--- config.mk ---
export PLATFORM = sky130hd
export DESIGN_NAME = ex_muldiv_unit
export DESIGN_NICKNAME = d
export VERILOG_FILES = /design/src/rtl/ex_muldiv_unit_pkg.sv /design/src/rtl/muldiv_datapath.sv /design/src/rtl/ex_muldiv_unit.sv
export SDC_FILE = /design/constraint.sdc
export NUM_CORES = 1
export LEC_CHECK = 0
export CORE_UTILIZATION = 45
export CTS_CLUSTER_DIAMETER = 40
export DETAILED_ROUTE_END_ITERATION = 10
export GPL_TIMING_DRIVEN = 0
export SLEW_MARGIN = 20
export SYNTH_ARGS = -nofsm -noshare
export SYNTH_HDL_FRONTEND = slang
export SYNTH_SLANG_ARGS = --single-unit
--- constraint.sdc ---
create_clock -name clk_i -period 4.5 [get_ports clk_i]
set_clock_uncertainty 0.15 [all_clocks]
set_input_delay 0.9 -clock clk_i [delete_from_list [all_inputs] [get_ports clk_i]]
set_output_delay 0.9 -clock clk_i [all_outputs]
set_load 0.02 [all_outputs]
--- src/rtl/ex_muldiv_unit_pkg.sv ---
// Shared cpu definitions for the M-extension execute unit: encodings,
// FSM states and iteration count.
package ex_muldiv_unit_pkg;

  localparam logic [6:0]  MULDIV_FUNCT7 = 7'b0000001;
  localparam int unsigned ITER_COUNT    = 32;

  typedef enum logic [2:0] {
    F3_MUL    = 3'b000,
    F3_MULH   = 3'b001,
    F3_MULHSU = 3'b010,
    F3_MULHU  = 3'b011,
    F3_DIV    = 3'b100,
    F3_DIVU   = 3'b101,
    F3_REM    = 3'b110,
    F3_REMU   = 3'b111
  } muldiv_funct3_e;

  typedef enum logic [1:0] {
    ST_IDLE,
    ST_CALC,
    ST_FIX,
    ST_DONE
  } muldiv_state_e;

  function automatic logic isDivide(input muldiv_funct3_e f);
    return f[2];
  endfunction

endpackage

--- src/rtl/muldiv_datapath.sv ---
// Iterative multiply/divide datapath: operand magnitudes, one shift-add or
// restoring-subtract step per cycle, and a final sign/select/special fix.
module muldiv_datapath
  import ex_muldiv_unit_pkg::*;
(
  input  logic           clk_i,
  input  logic           rst_i,
  input  logic           load_i,
  input  logic           step_i,
  input  logic           fix_i,
  input  muldiv_funct3_e op_i,
  input  logic [31:0]    rsData_i,
  input  logic [31:0]    rtData_i,
  output logic [31:0]    result_o
);

  muldiv_funct3_e opReg;
  logic [63:0]    acc;       // mul: {product hi, multiplier}; div: {remainder, quotient}
  logic [31:0]    operand;   // multiplicand or divisor magnitude
  logic [31:0]    dividend;
  logic           negA;
  logic           negB;
  logic           divZero;

  logic           signedA;
  logic           signedB;
  logic           aNeg;
  logic           bNeg;
  logic [31:0]    magA;
  logic [31:0]    magB;
  logic [32:0]    mulSum;
  logic [32:0]    remShift;
  logic [32:0]    divTrial;
  logic [63:0]    prodSigned;
  logic [31:0]    fixResult;

  always_comb begin
    signedA  = op_i inside {F3_MULH, F3_MULHSU, F3_DIV, F3_REM};
    signedB  = op_i inside {F3_MULH, F3_DIV, F3_REM};
    aNeg     = signedA & rsData_i[31];
    bNeg     = signedB & rtData_i[31];
    magA     = aNeg ? -rsData_i : rsData_i;
    magB     = bNeg ? -rtData_i : rtData_i;
    mulSum   = {1'b0, acc[63:32]} + (acc[0] ? {1'b0, operand} : 33'd0);
    remShift = {acc[63:32], acc[31]};
    divTrial = remShift - {1'b0, operand};
  end

  always_comb begin
    prodSigned = (negA ^ negB) ? -acc : acc;
    fixResult  = '0;
    case (opReg)
      F3_MUL:              fixResult = acc[31:0];
      F3_MULH, F3_MULHSU:  fixResult = prodSigned[63:32];
      F3_MULHU:            fixResult = acc[63:32];
      F3_DIV:              fixResult = divZero ? '1 : ((negA ^ negB) ? -acc[31:0] : acc[31:0]);
      F3_DIVU:             fixResult = divZero ? '1 : acc[31:0];
      F3_REM:              fixResult = divZero ? dividend : (negA ? -acc[63:32] : acc[63:32]);
      F3_REMU:             fixResult = divZero ? dividend : acc[63:32];
      default:             fixResult = '0;
    endcase
  end

  always_ff @(posedge clk_i) begin
    if (rst_i) begin
      opReg    <= F3_MUL;
      acc      <= '0;
      operand  <= '0;
      dividend <= '0;
      negA     <= 1'b0;
      negB     <= 1'b0;
      divZero  <= 1'b0;
      result_o <= '0;
    end else begin
      if (load_i) begin
        opReg    <= op_i;
        dividend <= rsData_i;
        negA     <= aNeg;
        negB     <= bNeg;
        divZero  <= (rtData_i == '0);
        if (isDivide(op_i)) begin
          acc     <= {32'd0, magA};
          operand <= magB;
        end else begin
          acc     <= {32'd0, magB};
          operand <= magA;
        end
      end else if (step_i) begin
        if (isDivide(opReg)) begin
          if (!divTrial[32]) acc <= {divTrial[31:0], acc[30:0], 1'b1};
          else               acc <= {remShift[31:0], acc[30:0], 1'b0};
        end else begin
          acc <= {mulSum, acc[31:1]};
        end
      end
      if (fix_i) result_o <= fixResult;
    end
  end

endmodule

--- src/rtl/ex_muldiv_unit.sv ---
// EX-stage M-extension unit: control FSM and pipeline stall/done handshake
// around the iterative multiply/divide datapath.
module ex_muldiv_unit
  import ex_muldiv_unit_pkg::*;
(
  input  logic        clk_i,
  input  logic        rst_i,
  input  logic        start_i,
  input  logic [9:0]  funct_i,
  input  logic [31:0] rsData_i,
  input  logic [31:0] rtData_i,
  input  logic [4:0]  wbAddr_i,
  output logic        stall_o,
  output logic        done_o,
  output logic [31:0] result_o,
  output logic [4:0]  wbAddr_o
);

  muldiv_state_e state;
  muldiv_state_e stateNext;
  logic [4:0]    iterCnt;
  logic [4:0]    wbLatch;
  logic          load;
  logic          step;
  logic          fix;
  logic          unusedFunct7;

  // funct7 was already decoded upstream into start_i
  assign unusedFunct7 = ^funct_i[9:3];

  always_comb begin
    stateNext = state;
    load      = 1'b0;
    step      = 1'b0;
    fix       = 1'b0;
    case (state)
      ST_IDLE: if (start_i) begin
        load      = 1'b1;
        stateNext = ST_CALC;
      end
      ST_CALC: begin
        step = 1'b1;
        if (iterCnt == 5'(ITER_COUNT - 1)) stateNext = ST_FIX;
      end
      ST_FIX: begin
        fix       = 1'b1;
        stateNext = ST_DONE;
      end
      ST_DONE: stateNext = ST_IDLE;
      default: stateNext = ST_IDLE;
    endcase
  end

  always_ff @(posedge clk_i) begin
    if (rst_i) begin
      state    <= ST_IDLE;
      iterCnt  <= '0;
      wbLatch  <= '0;
      wbAddr_o <= '0;
    end else begin
      state <= stateNext;
      if (load) begin
        iterCnt <= '0;
        wbLatch <= wbAddr_i;
      end else if (step) begin
        iterCnt <= iterCnt + 5'd1;
      end
      if (fix) wbAddr_o <= wbLatch;
    end
  end

  assign stall_o = !rst_i && ((state == ST_IDLE && start_i) ||
                              state == ST_CALC || state == ST_FIX);
  assign done_o  = (state == ST_DONE);

  muldiv_datapath u_datapath (
    .clk_i    (clk_i),
    .rst_i    (rst_i),
    .load_i   (load),
    .step_i   (step),
    .fix_i    (fix),
    .op_i     (muldiv_funct3_e'(funct_i[2:0])),
    .rsData_i (rsData_i),
    .rtData_i (rtData_i),
    .result_o (result_o)
  );

endmodule
# --- Word level (Yosys, flattened, before mapping) ---
# Index checks and enable logic that the tools add are counted.
classes:
  n_eq_ne: 17
  muxes: 24
  addsub: 8
  n_reduce_logical: 14
  n_bitwise: 3
ops:
  columns: ["operator", "n"]
  rows:
  - ["two-way mux 32 bit", 11]
  - ["two-way mux 64 bit", 5]
  - ["case mux 32 bit (7 select lines)", 1]
  - ["negation 32 bit", 4]
  - ["negation 64 bit", 1]
  - ["adder 32 x 33 -> 33 bit", 1]
  - ["subtractor 33 x 32 -> 33 bit", 1]
  - ["zero test 32 bit", 1]
  - ["equality test 3 bit (second input constant)", 6]
  - ["equality test 3 x 2 -> 1 bit (second input constant)", 3]
  - ["case mux 2 bit (4 select lines)", 1]
  - ["equality test 3 x 1 -> 1 bit (second input constant)", 2]
  - ["adder 5 x 1 -> 5 bit (second input constant)", 1]
  - ["equality test 5 bit (second input constant)", 1]
  - ["equality test 2 bit (second input constant)", 2]
  - ["two-way mux 1 bit", 4]
  - ["two-way mux 2 bit", 2]
  - ["!= test 2 bit (second input constant)", 2]
  - ["nonzero test 4 bit", 1]
  - ["OR reduction 2 bit", 2]
  - ["zero test 3 bit", 1]
  - ["nonzero test 3 bit", 1]
  - ["bitwise AND 1 bit", 2]
  - ["equality test 2 x 1 -> 1 bit (second input constant)", 1]
  - ["other kinds (7)", 9]
totals:
  ff_bits: 183
  in_bits: 82

# --- Longest topological paths before layout ---
depth:
  depth_word: 6
  ltp_mapped: 15
  mapped_depth_nobuf: 13

# --- Cells and area by module ---
# From an unflattened synthesis, not the netlist that was laid out.
hier_totals:
  cells_unflattened: 2388
  hier_area_um2: 17191.5
modules_own_cells:
  columns: ["module", "cells_each", "area_each_um2", "instances"]
  rows:
  - ["muldiv_datapath", 2308, 16440.8, 1]
  - ["ex_muldiv_unit", 80, 750.7, 1]

# --- Worst setup path after synthesis ---
# No wires, ideal clock.
synth_timing:
  path_kind: "flip-flop to flip-flop"
  from: "reg u_datapath.acc[0]"
  to: "reg u_datapath.acc[57]"
  path_stages_with_launch: 15
  slack_ps: 1031
  period_less_slack_ps: 3469
  n_path_buf: 1
  setup_ps: 117
  arrival_time_ps: 3202
  cell_sequence: "dfxtp_1 clkbuf_1 and2_1 ha_1 inv_1 fa_1 nand2b_1 a21oi_1 a2111oi_0 o41ai_1 a31oi_1 a21o_1 xnor2_1 o21a_1 a22o_1"
synth_via:
  elab_chain_cells: 5
synth_lines:
  columns: ["element", "line_no", "text"]
  rows:
  - ["from (decl)", "muldiv_datapath.sv:18", "logic [63:0] acc;"]
  - ["from (signal assigned)", "muldiv_datapath.sv:82", "acc <= {32'd0, magA};"]
  - ["from (signal assigned)", "muldiv_datapath.sv:85", "acc <= {32'd0, magB};"]
  - ["from (signal assigned)", "muldiv_datapath.sv:90", "if (!divTrial[32]) acc <= {divTrial[31:0], acc[30:0], 1'b1};"]
  - ["two-way mux 32 bit", "muldiv_datapath.sv:44", "mulSum = {1'b0, acc[63:32]} + (acc[0] ? {1'b0, operand} : 33'd0);"]
  - ["adder 32 x 33 -> 33 bit", "muldiv_datapath.sv:44", null]
  - ["two-way mux 64 bit", "muldiv_datapath.sv:89", "if (isDivide(opReg)) begin"]
  - ["two-way mux 64 bit", "muldiv_datapath.sv:88", "end else if (step_i) begin"]
  - ["two-way mux 64 bit", "muldiv_datapath.sv:75", "if (load_i) begin"]
# Every way passes these cells. The select of a mux whose other input is x is not followed.
# A chain may end at the register's enable or synchronous reset.

# --- Worst setup path after layout ---
layout_timing:
  from: "reg u_datapath.divZero"
  to: "reg u_datapath.result_o[13]"
layout_via:
  elab_chain_cells: 2
layout_lines:
  columns: ["element", "line_no", "text"]
  rows:
  - ["from (decl)", "muldiv_datapath.sv:23", "logic divZero;"]
  - ["from (signal assigned)", "muldiv_datapath.sv:80", "divZero <= (rtData_i == '0);"]
  - ["two-way mux 32 bit (on tied branches)", null, null]
  - ["case mux 32 bit (7 select lines) *", "muldiv_datapath.sv:52", "case (opReg)"]
  - ["to (signal assigned)", "muldiv_datapath.sv:96", "if (fix_i) result_o <= fixResult;"]
  - ["to (decl)", "muldiv_datapath.sv:14", "output logic [31:0] result_o"]
# Mark *: on every way between the ends. The rest lies on a longest branch, timed or not.

==> out/qor.csv <==
stage;metric;value;unit
detailed_routing;drt pass-1 iters;7;
detailed_routing;total number of vias;20862;
power_and_ir_drop;leakage dissipation;7.07;nW
yosys;Synth Cell Area;17200;µm²
clocking;Worst-path clk slew;0.08;ns
sta;Max Clk Rate;214;MHz
yosys;Most used DFF post-synth;dfxtp_1;
cells_and_area;fillers;3839;
sta;final hold violations;0;
detailed_routing;WL/cell;29.5;µm
cells_and_area;Area Overhead vs Synth;13.8;%
sta;Tcrit/Tclk final;1.04;
detailed_routing;Residual DRC;0;
cells_and_area;commonest non-fill, non-tap cell in the layout;nand2_1;
clocking;H-tree depth;4;
hold_path;Hold Path Sink;u_datapath.operand[17];
hold_path;hold depth;2;
place;port bufs;112;
sta;Slew Limit Fails;0;
clocking;latest clock arrival within the worst-skew pair;0.48;ns
floorplan;die width;197;µm
worst_setup_path;Worst Setup End Kind;flop;
worst_setup_path;FF-to-FF End;u_datapath.result_o[13];
worst_setup_path;WP data arrival;4.92;ns
clocking;clock buffer count from CTS;17;
run_status;failing checks;negative setup slack;
yosys;number of synthesized flops with an enable pin;0;
worst_setup_path;Worst Path Class, Setup;flop to flop;
detailed_routing;Routed Antenna Nets;0;
floorplan;FP Rows;71;
place;Post-DP HPWL;71900;µm
yosys;Syn Inst Count;2444;
floorplan;num ports;121;
sta;Setup Viol. Count Final;4;
hold_path;hold_sp;u_datapath.operand[17];
worst_setup_path;Slowest-stage cell, CP;nor2_1;
floorplan;Initial Util;0.457;
global_route;total track usage;0.464;
cells_and_area;proportion of layout cells with a drive suffix above 1;0.0387;
sta;min Tclk post-route;4.68;ns
worst_setup_path;crit-path leading delay family;simple AND/OR/NAND/NOR gates;
global_route;first-pass GRT wire length;130000;µm
global_route;vias in the first global route;18968;
detailed_routing;via/cell ratio;6.74;
run_status;outcome;finished, violations left;
power_and_ir_drop;Pwr Density;599;nW/µm²
yosys;Yosys warning total;0;
worst_setup_path;cell chain of the critical path;clkbuf_1 > nor2b_1 > nand2_1 > nor2_1 > nand2_1 > o31ai_1 > a31oi_1 > o32ai_1 > o22ai_1 > o22ai_1;
detailed_routing;routed wire length;91300;µm
yosys;syn avg cell area;7.04;µm²
worst_setup_path;Startpoint Class;flop;
sta;RSZ-0062 raised after global routing;false;
sta;final setup margin;-0.180;ns
place;pre-CTS setup slack;-0.376;ns
sta;Worst Tran Pin Value;1.17;ns
worst_setup_path;r2r setup slk;-0.18;ns
yosys;flops & latches, synth;183;
power_and_ir_drop;total power;11.7;mW
clocking;Setup Fix Bufs, Post-CTS;0;
sta;Setup Total Neg Slack;-0.506;ns
power_and_ir_drop;peak supply drop;0.338;mV
global_route;initial antenna violation count;1;
sta;Max-slew headroom;0.220;
place;RePlAce Congestion;1.13;
worst_setup_path;reg2reg path depth;10;
yosys;Synth cell types;95;
cells_and_area;most frequent cells in the layout;325 x nand2_1, 271 x a21oi_1, 206 x nor2_1;
worst_setup_path;CP max FO;10;
cells_and_area;# diodes;0;
run;Max Cap Viol;0;
detailed_routing;Initial DRC Count;3056;
hold_path;min-delay worst type;flop to flop;
worst_setup_path;CP bufs+invs;1;
clocking;clock root cell;clkbuf_16;
yosys;Async SR Flop Fraction;0;
worst_setup_path;RR Startpoint;u_datapath.divZero;
clocking;CTS tree;done;
floorplan;Die H;197;µm
floorplan;die footprint;39000;µm²
cells_and_area;Nets;2732;
worst_setup_path;Crit path required time;4.74;ns
yosys;Post-Syn Nets;2603;
global_route;GR Overflow Total;0;
clocking;clk sinks;183;
floorplan;total core area;37700;µm²
global_route;pin count of the biggest net entering global routing;19;
clocking;clk buf depth;2;
yosys;sequential area share after synthesis;0.213;
worst_setup_path;crit-path max cell delay;1.01;ns
-- metal layers --
layer / vias to the layer above / track usage / routed length [µm]
li1: 9124 / - / -
met1: 9853 / 0.602 / 36300
met2: 1559 / 0.674 / 36700
met3: 326 / 0.138 / 12000
met4: 0 / 0.273 / 6220
met5: - / 0 / 0
-- flip-flops by register name, summed over array words and instances, names as in the netlist, 2 cells and up --
register and count:
u_datapath.operand 32, u_datapath.acc 64, wbAddr_o 5, wbLatch 5, iterCnt 5, u_datapath.result_o 32, state 2, u_datapath.dividend 32
u_datapath.opReg 3
-- layout make-up --
cell class / count / area, µm² / area share
Buffer: 205 / 821 / 0.0420
Clock buffer: 17 / 425 / 0.0217
Clock inverter: 14 / 134 / 0.00684
Inverter: 75 / 282 / 0.0144
Multi-Input combinational cell: 1979 / 12500 / 0.638
Sequential cell: 183 / 3660 / 0.187
Tap cell: 511 / 639 / 0.0327
Timing Repair Buffer: 112 / 1120 / 0.0573
-- through the flow --
step	hold slack (ns)	instance area, µm²	util	instances
2_1_floorplan	0.281	17200	-	2444
6_report	0.302	19600	0.519	3096
5_1_grt	0.332	19600	0.519	3096
3_5_place_dp	0.297	19000	0.504	3067
4_1_cts	0.305	19500	0.519	3097
3_3_place_gp	0.291	19000	0.503	3067
-- report_power, final --
part	internal [mW]	leakage, nW	switching (mW)
Sequential	2.02	1.50	0.437
Clock	0.732	0.272	0.809
Combinational	2.47	5.30	5.25
-- worst max path at each step --
stage | from | end | slack (ns) | cells past startpoint
floorplan | u_datapath.acc[0] | u_datapath.acc[57] | 1.03 | 14
global placement | u_datapath.acc[31] | u_datapath.acc[40] | -0.37 | 14
detailed placement | u_datapath.acc[31] | u_datapath.acc[56] | -0.38 | 14
CTS | u_datapath.acc[0] | u_datapath.acc[59] | 0.03 | 14
global route | u_datapath.acc[0] | u_datapath.acc[59] | 0.001 | 14
finish | u_datapath.divZero | u_datapath.result_o[13] | -0.18 | 10
-- synthesized netlist by cell type (all sizes together) (15+ instances only) --
cell type / n / area, µm²
inv: 74 / 278
or3: 19 / 119
o22ai: 17 / 106
nand4: 15 / 106
xnor2: 109 / 955
a211oi: 23 / 173
a21o: 37 / 278
mux2i: 61 / 611
o21ai: 197 / 990
nor3: 46 / 246
dfxtp: 183 / 3660
a31oi: 28 / 175
buf: 37 / 181
nor2: 207 / 780
ha: 75 / 938
nand2b: 31 / 194
nand2: 328 / 1240
a21oi: 272 / 1360
o31ai: 33 / 253
nand3: 42 / 210
nor4: 15 / 124
nor2b: 17 / 106
o211ai: 99 / 743
clkbuf: 170 / 643
xor2: 72 / 631
-- cell families (layout without fill, tap and decap cells) --
logic type,Yosys count,after routing,synth area share
AOI/OAI and AO/OA,880,880,0.329
xor gates and xnor gates,181,181,0.0922
adders and majority gates,77,77,0.0569
buffers and inverters,282,423,0.0643
DFF,183,183,0.213
muxes,63,63,0.0368
and+or+nand+nor,778,778,0.207
-- worst register-to-register path: stages, from the launching register on --
cell      delay, ns
dfxtp_1        0.35
clkbuf_1       0.34
nor2b_1        0.85
nand2_1        0.61
nor2_1         1.01
nand2_1        0.38
o31ai_1        0.31
a31oi_1        0.06
o32ai_1        0.17
o22ai_1        0.18
o22ai_1        0.18
-- timing repair --
item | CTS | global route
gates resized for setup | 5 | 11
hold buffers | 0 | 0
setup endpoints to repair | 28 | 24
cloned | 0 | 0
Note: power is estimated with default switching activity, not from simulation.
